## src/rtl/cache_types_pkg.sv

```systemverilog
// ----------------------------------------------------------------------------
// cache_types_pkg
//   Shared types and sizing for the cache <-> burst-memory adaptor.
//   LINE_W  : cache line width in bits
//   BURST_W : memory beat width in bits
//   ADDR_W  : byte address width
//   BEATS   : beats per line (LINE_W / BURST_W)
//   adaptor_state_t : adaptor FSM state encoding
// ----------------------------------------------------------------------------
package cache_types_pkg;

  localparam int LINE_W  = 256;
  localparam int BURST_W = 64;
  localparam int ADDR_W  = 32;
  localparam int BEATS   = LINE_W / BURST_W;

  typedef enum logic [1:0] {
    ST_IDLE  = 2'd0,
    ST_READ  = 2'd1,
    ST_WRITE = 2'd2,
    ST_DONE  = 2'd3
  } adaptor_state_t;

endpackage

```

## src/rtl/cacheline_adaptor.sv

```systemverilog
// ----------------------------------------------------------------------------
// cacheline_adaptor
//   Memory-side responder for the cache pmem interface. Each line read or
//   write is turned into a BEATS x BURST_W burst towards the memory model,
//   and a single-cycle resp_o is returned once the whole line has moved.
//
// Ports
//   clk, rst        : clock (rising edge), synchronous active-low reset
//   read_i/write_i  : line request from the cache (write wins if both)
//   address_i       : line address, latched at accept
//   line_i          : line to write, latched at accept
//   line_o          : assembled read line, valid while resp_o=1; held until
//                     the first beat of the next read
//   resp_o          : one-cycle transaction-complete pulse
//   address_o       : latched address with the in-line offset bits cleared
//   read_o/write_o  : burst request towards memory
//   burst_o         : current write beat (zero outside WRITE)
//   burst_i, resp_i : read beat and per-beat strobe from memory
//   state_o         : FSM state, for observation only
//
// Handshake: memory acknowledges one beat per cycle in which resp_i=1 while
// read_o or write_o is high; there is no ready/stall back-pressure toward
// memory, and the cache must hold off new requests until resp_o.
//
// Configuration
//   CACHELINE_ADAPTOR_PERF_CNT_EN : adds rd_cnt_o, wr_cnt_o, stall_cnt_o.
// ----------------------------------------------------------------------------
module cacheline_adaptor
  import cache_types_pkg::*;
#(
  parameter int LINE_W  = cache_types_pkg::LINE_W,
  parameter int BURST_W = cache_types_pkg::BURST_W,
  parameter int ADDR_W  = cache_types_pkg::ADDR_W
) (
  input  logic               clk,
  input  logic               rst,
  input  logic               read_i,
  input  logic               write_i,
  input  logic [ADDR_W-1:0]  address_i,
  input  logic [LINE_W-1:0]  line_i,
  output logic [LINE_W-1:0]  line_o,
  output logic               resp_o,
  output logic [ADDR_W-1:0]  address_o,
  output logic               read_o,
  output logic               write_o,
  output logic [BURST_W-1:0] burst_o,
  input  logic [BURST_W-1:0] burst_i,
  input  logic               resp_i,
`ifdef CACHELINE_ADAPTOR_PERF_CNT_EN
  output logic [31:0]        rd_cnt_o,
  output logic [31:0]        wr_cnt_o,
  output logic [31:0]        stall_cnt_o,
`endif
  output adaptor_state_t     state_o
);

  localparam int BEATS    = LINE_W / BURST_W;
  localparam int CNT_W    = $clog2(BEATS);
  localparam int OFFSET_W = $clog2(LINE_W / 8);
  localparam logic [CNT_W-1:0] LAST_BEAT = CNT_W'(BEATS - 1);

  adaptor_state_t      state_q;
  logic [CNT_W-1:0]    cnt_q;
  logic [LINE_W-1:0]   rd_buf_q;   // read assembly; also the line_o source
  logic [LINE_W-1:0]   wr_buf_q;   // write data; kept apart so line_o survives writes
  logic [ADDR_W-1:0]   addr_q;

  // Main FSM. Beats are counted only in READ/WRITE, so strobes arriving in
  // IDLE or DONE are dropped. A burst cannot be aborted by the requester.
  always_ff @(posedge clk) begin
    if (!rst) begin
      state_q  <= ST_IDLE;
      cnt_q    <= '0;
      rd_buf_q <= '0;
      wr_buf_q <= '0;
      addr_q   <= '0;
    end else begin
      case (state_q)
        ST_IDLE: begin
          if (write_i) begin
            addr_q   <= {address_i[ADDR_W-1:OFFSET_W], {OFFSET_W{1'b0}}};
            wr_buf_q <= line_i;
            state_q  <= ST_WRITE;
          end else if (read_i) begin
            addr_q   <= {address_i[ADDR_W-1:OFFSET_W], {OFFSET_W{1'b0}}};
            state_q  <= ST_READ;
          end
        end
        ST_READ: begin
          if (resp_i) begin
            rd_buf_q[int'(cnt_q)*BURST_W +: BURST_W] <= burst_i;
            if (cnt_q == LAST_BEAT) begin
              cnt_q   <= '0;
              state_q <= ST_DONE;
            end else begin
              cnt_q <= cnt_q + 1'b1;
            end
          end
        end
        ST_WRITE: begin
          if (resp_i) begin
            if (cnt_q == LAST_BEAT) begin
              cnt_q   <= '0;
              state_q <= ST_DONE;
            end else begin
              cnt_q <= cnt_q + 1'b1;
            end
          end
        end
        ST_DONE: begin
          state_q <= ST_IDLE;
        end
        default: begin
          state_q <= ST_IDLE;
          cnt_q   <= '0;
        end
      endcase
    end
  end

  // All outputs decode registered state only; nothing passes from inputs.
  assign read_o    = (state_q == ST_READ);
  assign write_o   = (state_q == ST_WRITE);
  assign resp_o    = (state_q == ST_DONE);
  assign address_o = addr_q;
  assign line_o    = rd_buf_q;
  assign burst_o   = (state_q == ST_WRITE) ? wr_buf_q[int'(cnt_q)*BURST_W +: BURST_W]
                                           : '0;
  assign state_o   = state_q;

`ifdef CACHELINE_ADAPTOR_PERF_CNT_EN
  logic        is_wr_q;  // kind of the transaction in flight
  logic [31:0] rd_cnt_q;
  logic [31:0] wr_cnt_q;
  logic [31:0] stall_cnt_q;

  always_ff @(posedge clk) begin
    if (!rst) begin
      is_wr_q     <= 1'b0;
      rd_cnt_q    <= '0;
      wr_cnt_q    <= '0;
      stall_cnt_q <= '0;
    end else begin
      // In IDLE write_i alone decides the kind, mirroring write priority.
      if (state_q == ST_IDLE) begin
        is_wr_q <= write_i;
      end
      if (state_q == ST_DONE) begin
        if (is_wr_q) begin
          wr_cnt_q <= wr_cnt_q + 32'd1;
        end else begin
          rd_cnt_q <= rd_cnt_q + 32'd1;
        end
      end
      if ((state_q == ST_READ || state_q == ST_WRITE) && !resp_i) begin
        stall_cnt_q <= stall_cnt_q + 32'd1;
      end
    end
  end

  assign rd_cnt_o    = rd_cnt_q;
  assign wr_cnt_o    = wr_cnt_q;
  assign stall_cnt_o = stall_cnt_q;
`endif

endmodule
```

## config.mk

```make
export PLATFORM = sky130hd
export DESIGN_NAME = cacheline_adaptor
export DESIGN_NICKNAME = d
export VERILOG_FILES = /design/src/rtl/cache_types_pkg.sv /design/src/rtl/cacheline_adaptor.sv
export SDC_FILE = /design/constraint.sdc
export NUM_CORES = 1
export LEC_CHECK = 0
export ABC_AREA = 1
export ABC_CLOCK_PERIOD_IN_PS = 4400
export CORE_ASPECT_RATIO = 0.5
export CORE_MARGIN = 2
export CORE_UTILIZATION = 30
export DETAILED_ROUTE_END_ITERATION = 8
export SLEW_MARGIN = 20
export SYNTH_ARGS = -nofsm -noshare
export SYNTH_HDL_FRONTEND = slang
export SYNTH_SLANG_ARGS = --single-unit
export TNS_END_PERCENT = 100
```

## constraint.sdc

```tcl
create_clock -name clk -period 4.4 [get_ports clk]
set_clock_uncertainty 0.1 [all_clocks]
set_input_delay 0.44 -clock clk [delete_from_list [all_inputs] [get_ports clk]]
set_output_delay 0.44 -clock clk [all_outputs]
set_load 0.05 [all_outputs]
```

### After elaboration in Yosys (flattened, before gate mapping)

Index checks and enable logic that the tools add are counted.

* flip-flop bits (word level): 548
* input bits: 357
* output and inout bits: 357

* add/sub/neg operators: 2
* eq/ne operators: 7
* shifts and indexed selects: 3
* muxes and demuxes: 10
* reduce and logical (&&, ||, !) cells: 8

Operators with widths (number)
* bitwise mux 256 bit: 1
* variable shift 64 x 33 -> 256 bit, first input constant: 1
* indexed part select 256 x 9 -> 64 bit: 1
* indexed part select 64 x 33 -> 256 bit: 1
* 2-to-1 mux 32 bit: 2
* 2-to-1 mux 64 bit: 1
* negation 8 -> 33 bit: 1
* 2-to-1 mux 2 bit: 5
* AND reduction 2 bit: 4
* == test 2 bit, second input constant: 3
* one-hot mux 2 bit (3 select lines): 1
* != test 2 x 1 -> 1 bit, second input constant: 2
* != test 3 bit, second input constant: 1
* AND reduction 3 bit: 1
* adder 2 x 1 -> 2 bit, second input constant: 1
* == test 2 x 1 -> 1 bit, second input constant: 1
* logical NOT 2 bit: 1
* nonzero test 2 bit: 1
* OR reduction 2 bit: 1

### Longest topological paths before layout

* depth in word-level cells: 4
* gate-level depth with buffers: 13
* mapped depth without buffers: 7

### Worst setup path after synthesis

Ideal clock, no wire load.

* path kind: reg-to-output
* start point: reg state_q[1] (netlist: state_o[1])
* end point: out burst_o[10]
* arrival time: 1.988 ns
* required time: 3.860 ns
* slack: 1.872 ns
* stages on the path, launching flop included: 5
* buffers on the path: 1
* cells stage by stage: dfxtp_1 > ha_1 > inv_2 > clkbuf_1 > a21oi_1

* longest elaborated chain between the ends: 2

Ends and longest elaborated chain
* start, declared: line cacheline_adaptor.sv:62 `adaptor_state_t state_q;`
* start signal, assigned: line cacheline_adaptor.sv:72 `state_q <= ST_IDLE;`
* start signal, assigned: line cacheline_adaptor.sv:83 `state_q <= ST_WRITE;`
* start signal, assigned: line cacheline_adaptor.sv:86 `state_q <= ST_READ;`
* == test 2 bit: line cacheline_adaptor.sv:127 `assign burst_o = (state_q == ST_WRITE) ? wr_buf_q[int'(cnt_q)*BURST_W +: BURST_W]`
* 2-to-1 mux 64 bit: line cacheline_adaptor.sv:127
* end, declared: line cacheline_adaptor.sv:46 `output logic [BURST_W-1:0] burst_o,`

Every way passes these cells.

### Worst setup path after layout

* start point: reg cnt_q[0]
* end point: out burst_o[62]

* longest elaborated chain between the ends: 2

Ends and longest elaborated chain
* start, declared: line cacheline_adaptor.sv:63 `logic [CNT_W-1:0] cnt_q;`
* start signal, assigned: line cacheline_adaptor.sv:96 `cnt_q <= cnt_q + 1'b1;`
* start signal, assigned: line cacheline_adaptor.sv:106 `cnt_q <= cnt_q + 1'b1;`
* indexed part select 256 x 9 -> 64 bit: line cacheline_adaptor.sv:127
* 2-to-1 mux 64 bit: line cacheline_adaptor.sv:127

Every way passes these cells.

==> reports/qor.txt <==
CTS resizes -> 0
biggest area consumer among synthesized cells -> dfxtp_1
share of the yosys chip area belonging to registers -> 0.496
f_max -> 243 MHz
Sw Share -> 0.403
# nets final -> 4,002
max cap viols -> 0
CP most frequent cell -> nor2_1
most frequent cells in the layout -> 875 x nor2_1, 687 x clkdlybuf4s50_1, 541 x dfxtp_1
reg2reg start -> cnt_q[0]$_SDFFE_PN0P_
Synth cell types -> 22
Hold Path Class -> input port to register
Layout Utilization -> 0.436
first-pass iteration count of the detailed router -> 6
wirelength, routed -> 88,000 um
Worst Hold End -> line_o[176]$_SDFFE_PN0P_
GRT Resource Usage Total -> 0.222
CP Launch Point -> cnt_q[0]$_SDFFE_PN0P_
Gate power share -> 0.366
clk_lat worst skew -> 610 ps
Max Transition Viols Final -> 0
CP Data Arrival Time -> 3570 ps
antenna violations before repair -> 22
Worst Tran Pin Value -> 1070 ps
TNS Setup -> 0 ps
Sw Pwr -> 6.94 mW
Worst setup EP type -> output port
placed insts -> 4,537
Mapped Cells -> 3,093
CTS tree -> done
residual DRC count -> 0
post-synthesis cell area -> 21,900 um^2
H-tree levels -> 2
final setup fails -> 0
clock root buffer -> clkbuf_16
die height -> 195 um
setup bufs post-CTS -> 0
Worst-path clk slew -> 70 ps
r2r setup slk -> 880 ps
die area -> 75,400 um^2
routed vias -> 22,300
DR WL/cell -> 18.9 um
CP top delay family -> buffers and inverters
first-pass GRT wire length -> 129,000 um
Worst R2R End -> line_o[59]$_SDFFE_PN0P_
fin cells -> 4,655
cell internal pwr -> 10.3 mW
GR Overflow Total -> 0
fill count -> 7,381
area delta synth->final -> 42.5%
commonest non-fill, non-tap cell in the layout -> nor2_1
fin crit share -> 0.934
CP startpoint kind -> register
critical path, cell by cell -> buf_12 > nor2_1 > nor2_1 > o21ai_0 > a21oi_1 > clkdlybuf4s50_1
Initial Utilization -> 0.306
Critical Path Fanout Max -> 128
number of DRC markers in iteration 0 -> 1,856
WP data required -> 3860 ps
critical setup path kind -> register to output port
row count -> 69
clock share of power -> 0.275
WHS Path Cells -> 3
clock sinks -> 543
Tmin final -> 4110 ps
FF+latch count, synth -> 543
core area -> 71,700 um^2
vias per cell -> 4.78
Routed Antenna Nets -> 0
top post-synthesis cells by area -> dfxtp_1 50%, nor2_1 15%, o21ai_0 10%
num ports -> 714
largest net degree at the start of global routing -> 157
CP max-delay cell -> clkdlybuf4s50_1
layout cell share with drive strength beyond 1 -> 0.0422
Port-buffer cells -> 703
synth warn -> 0
post-synth top area share -> 0.496
Avg Inst Size Synth -> 7.08 um^2
Leakage Power -> 11.5 nW
Seq pwr share -> 0.359
Hold Fails Final Rpt -> 0
Longest Clk Path Bufs -> 3
number of global-route vias before repair -> 20,600
Pwr Density -> 552 nW/um^2
Hold Crit Start -> rst
register area -> 10,900 um^2
reg2reg path depth -> 6
WP buf/inv -> 2
post-detail-place hpwl -> 58,400 um
TritonCTS buffer count -> 52
hold_buf cts -> 0
max incr delay on CP -> 840 ps
RSZ-0062 raised after global routing -> false
peak supply drop -> 0.590 mV
footprint of the multi-input gates -> 9680 um^2
GP Congestion -> 0.894
Rel. slew slack -> 0.286
status -> finished clean
DIE WIDTH -> 386 um
routing by layer:
metal,vias to the layer above,wire length [um],global-route usage
met1,10400,36100,0.275
met3,167,3700,0.0252
met5,-,0,0
met4,0,3650,0.0999
li1,11100,-,-
met2,591,44500,0.387
worst reg2reg max path: cells and delay by family (launching register included):
kind                       cells  cell delay (ps)
DFF                            1              540
AOI/OAI and AO/OA              1              180
and+or+nand+nor                2             1150
adders and majority gates      1              660
buffers and inverters          2              850
cell usage after synthesis:
cell type and number:
a21oi_1 323, clkinv_1 1, nand3_1 130, nor2_2 4, buf_2 93, nand2_2 1, nor2_1 875, dfxtp_1 543
inv_1 63, ha_1 12, buf_1 10, nor2_8 1, o21ai_0 450, buf_6 4, conb_1 1, nand2_1 427
nor2_4 1, inv_4 1, o21ai_2 1, inv_2 6, buf_4 12, clkbuf_1 134
through the flow:
stage	hold slack (ps)	instance area [um^2]	setup WS [ps]	power, mW
2_1_floorplan	349	21900	1870	10.5
3_3_place_gp	352	29400	910	12.5
3_5_place_dp	354	29400	779	12.6
4_1_cts	243	31200	268	17.4
5_1_grt	284	31200	122	18.3
6_report	251	31200	291	17.2
power groups by stage:
stage	logic [mW]	registers (mW)	clock network (mW)
finish	6.32	6.18	4.74
detailed placement	6.34	6.28	0
floorplan	3.78	6.73	0
CTS	6.36	6.18	4.85
global placement	6.29	6.25	0
global route	6.94	6.28	5.06
worst max path at each step:
stage	endpoint	slack [ps]	cells past startpoint
after floorplan	burst_o[10]	1870	4
after global placement	line_o[24]$_SDFFE_PN0P_	910	6
after detailed placement	line_o[37]$_SDFFE_PN0P_	780	6
after CTS	burst_o[62]	270	6
after global routing	burst_o[62]	120	6
final	burst_o[62]	290	6
flip-flops by register name, indices dropped and copies added, names as in the netlist:
signal     cells
address_o     27
cnt_q          2
line_o       256
state_o        2
wr_buf_q     256
cells by family after synthesis:
logic type	Yosys count	synth area share
buffers and inverters	324	0.0644
AO/OA/AOI/OAI	774	0.177
other	1	0.000171
flip-flops	543	0.496
adder cells (fa/ha/maj)	12	0.00685
AND/OR/NAND/NOR	1439	0.256
final cells by class:
cell class / count / share of cell area
repair buffers: 735 / 0.235
clock inverters: 16 / 0.00581
inverters: 71 / 0.00902
multi-input cells: 2230 / 0.310
diodes: 22 / 0.00176
flip-flops and latches: 543 / 0.348
clock buffers: 80 / 0.0513
well taps: 958 / 0.0384
No activity file was read; power rests on OpenSTA's default activity.
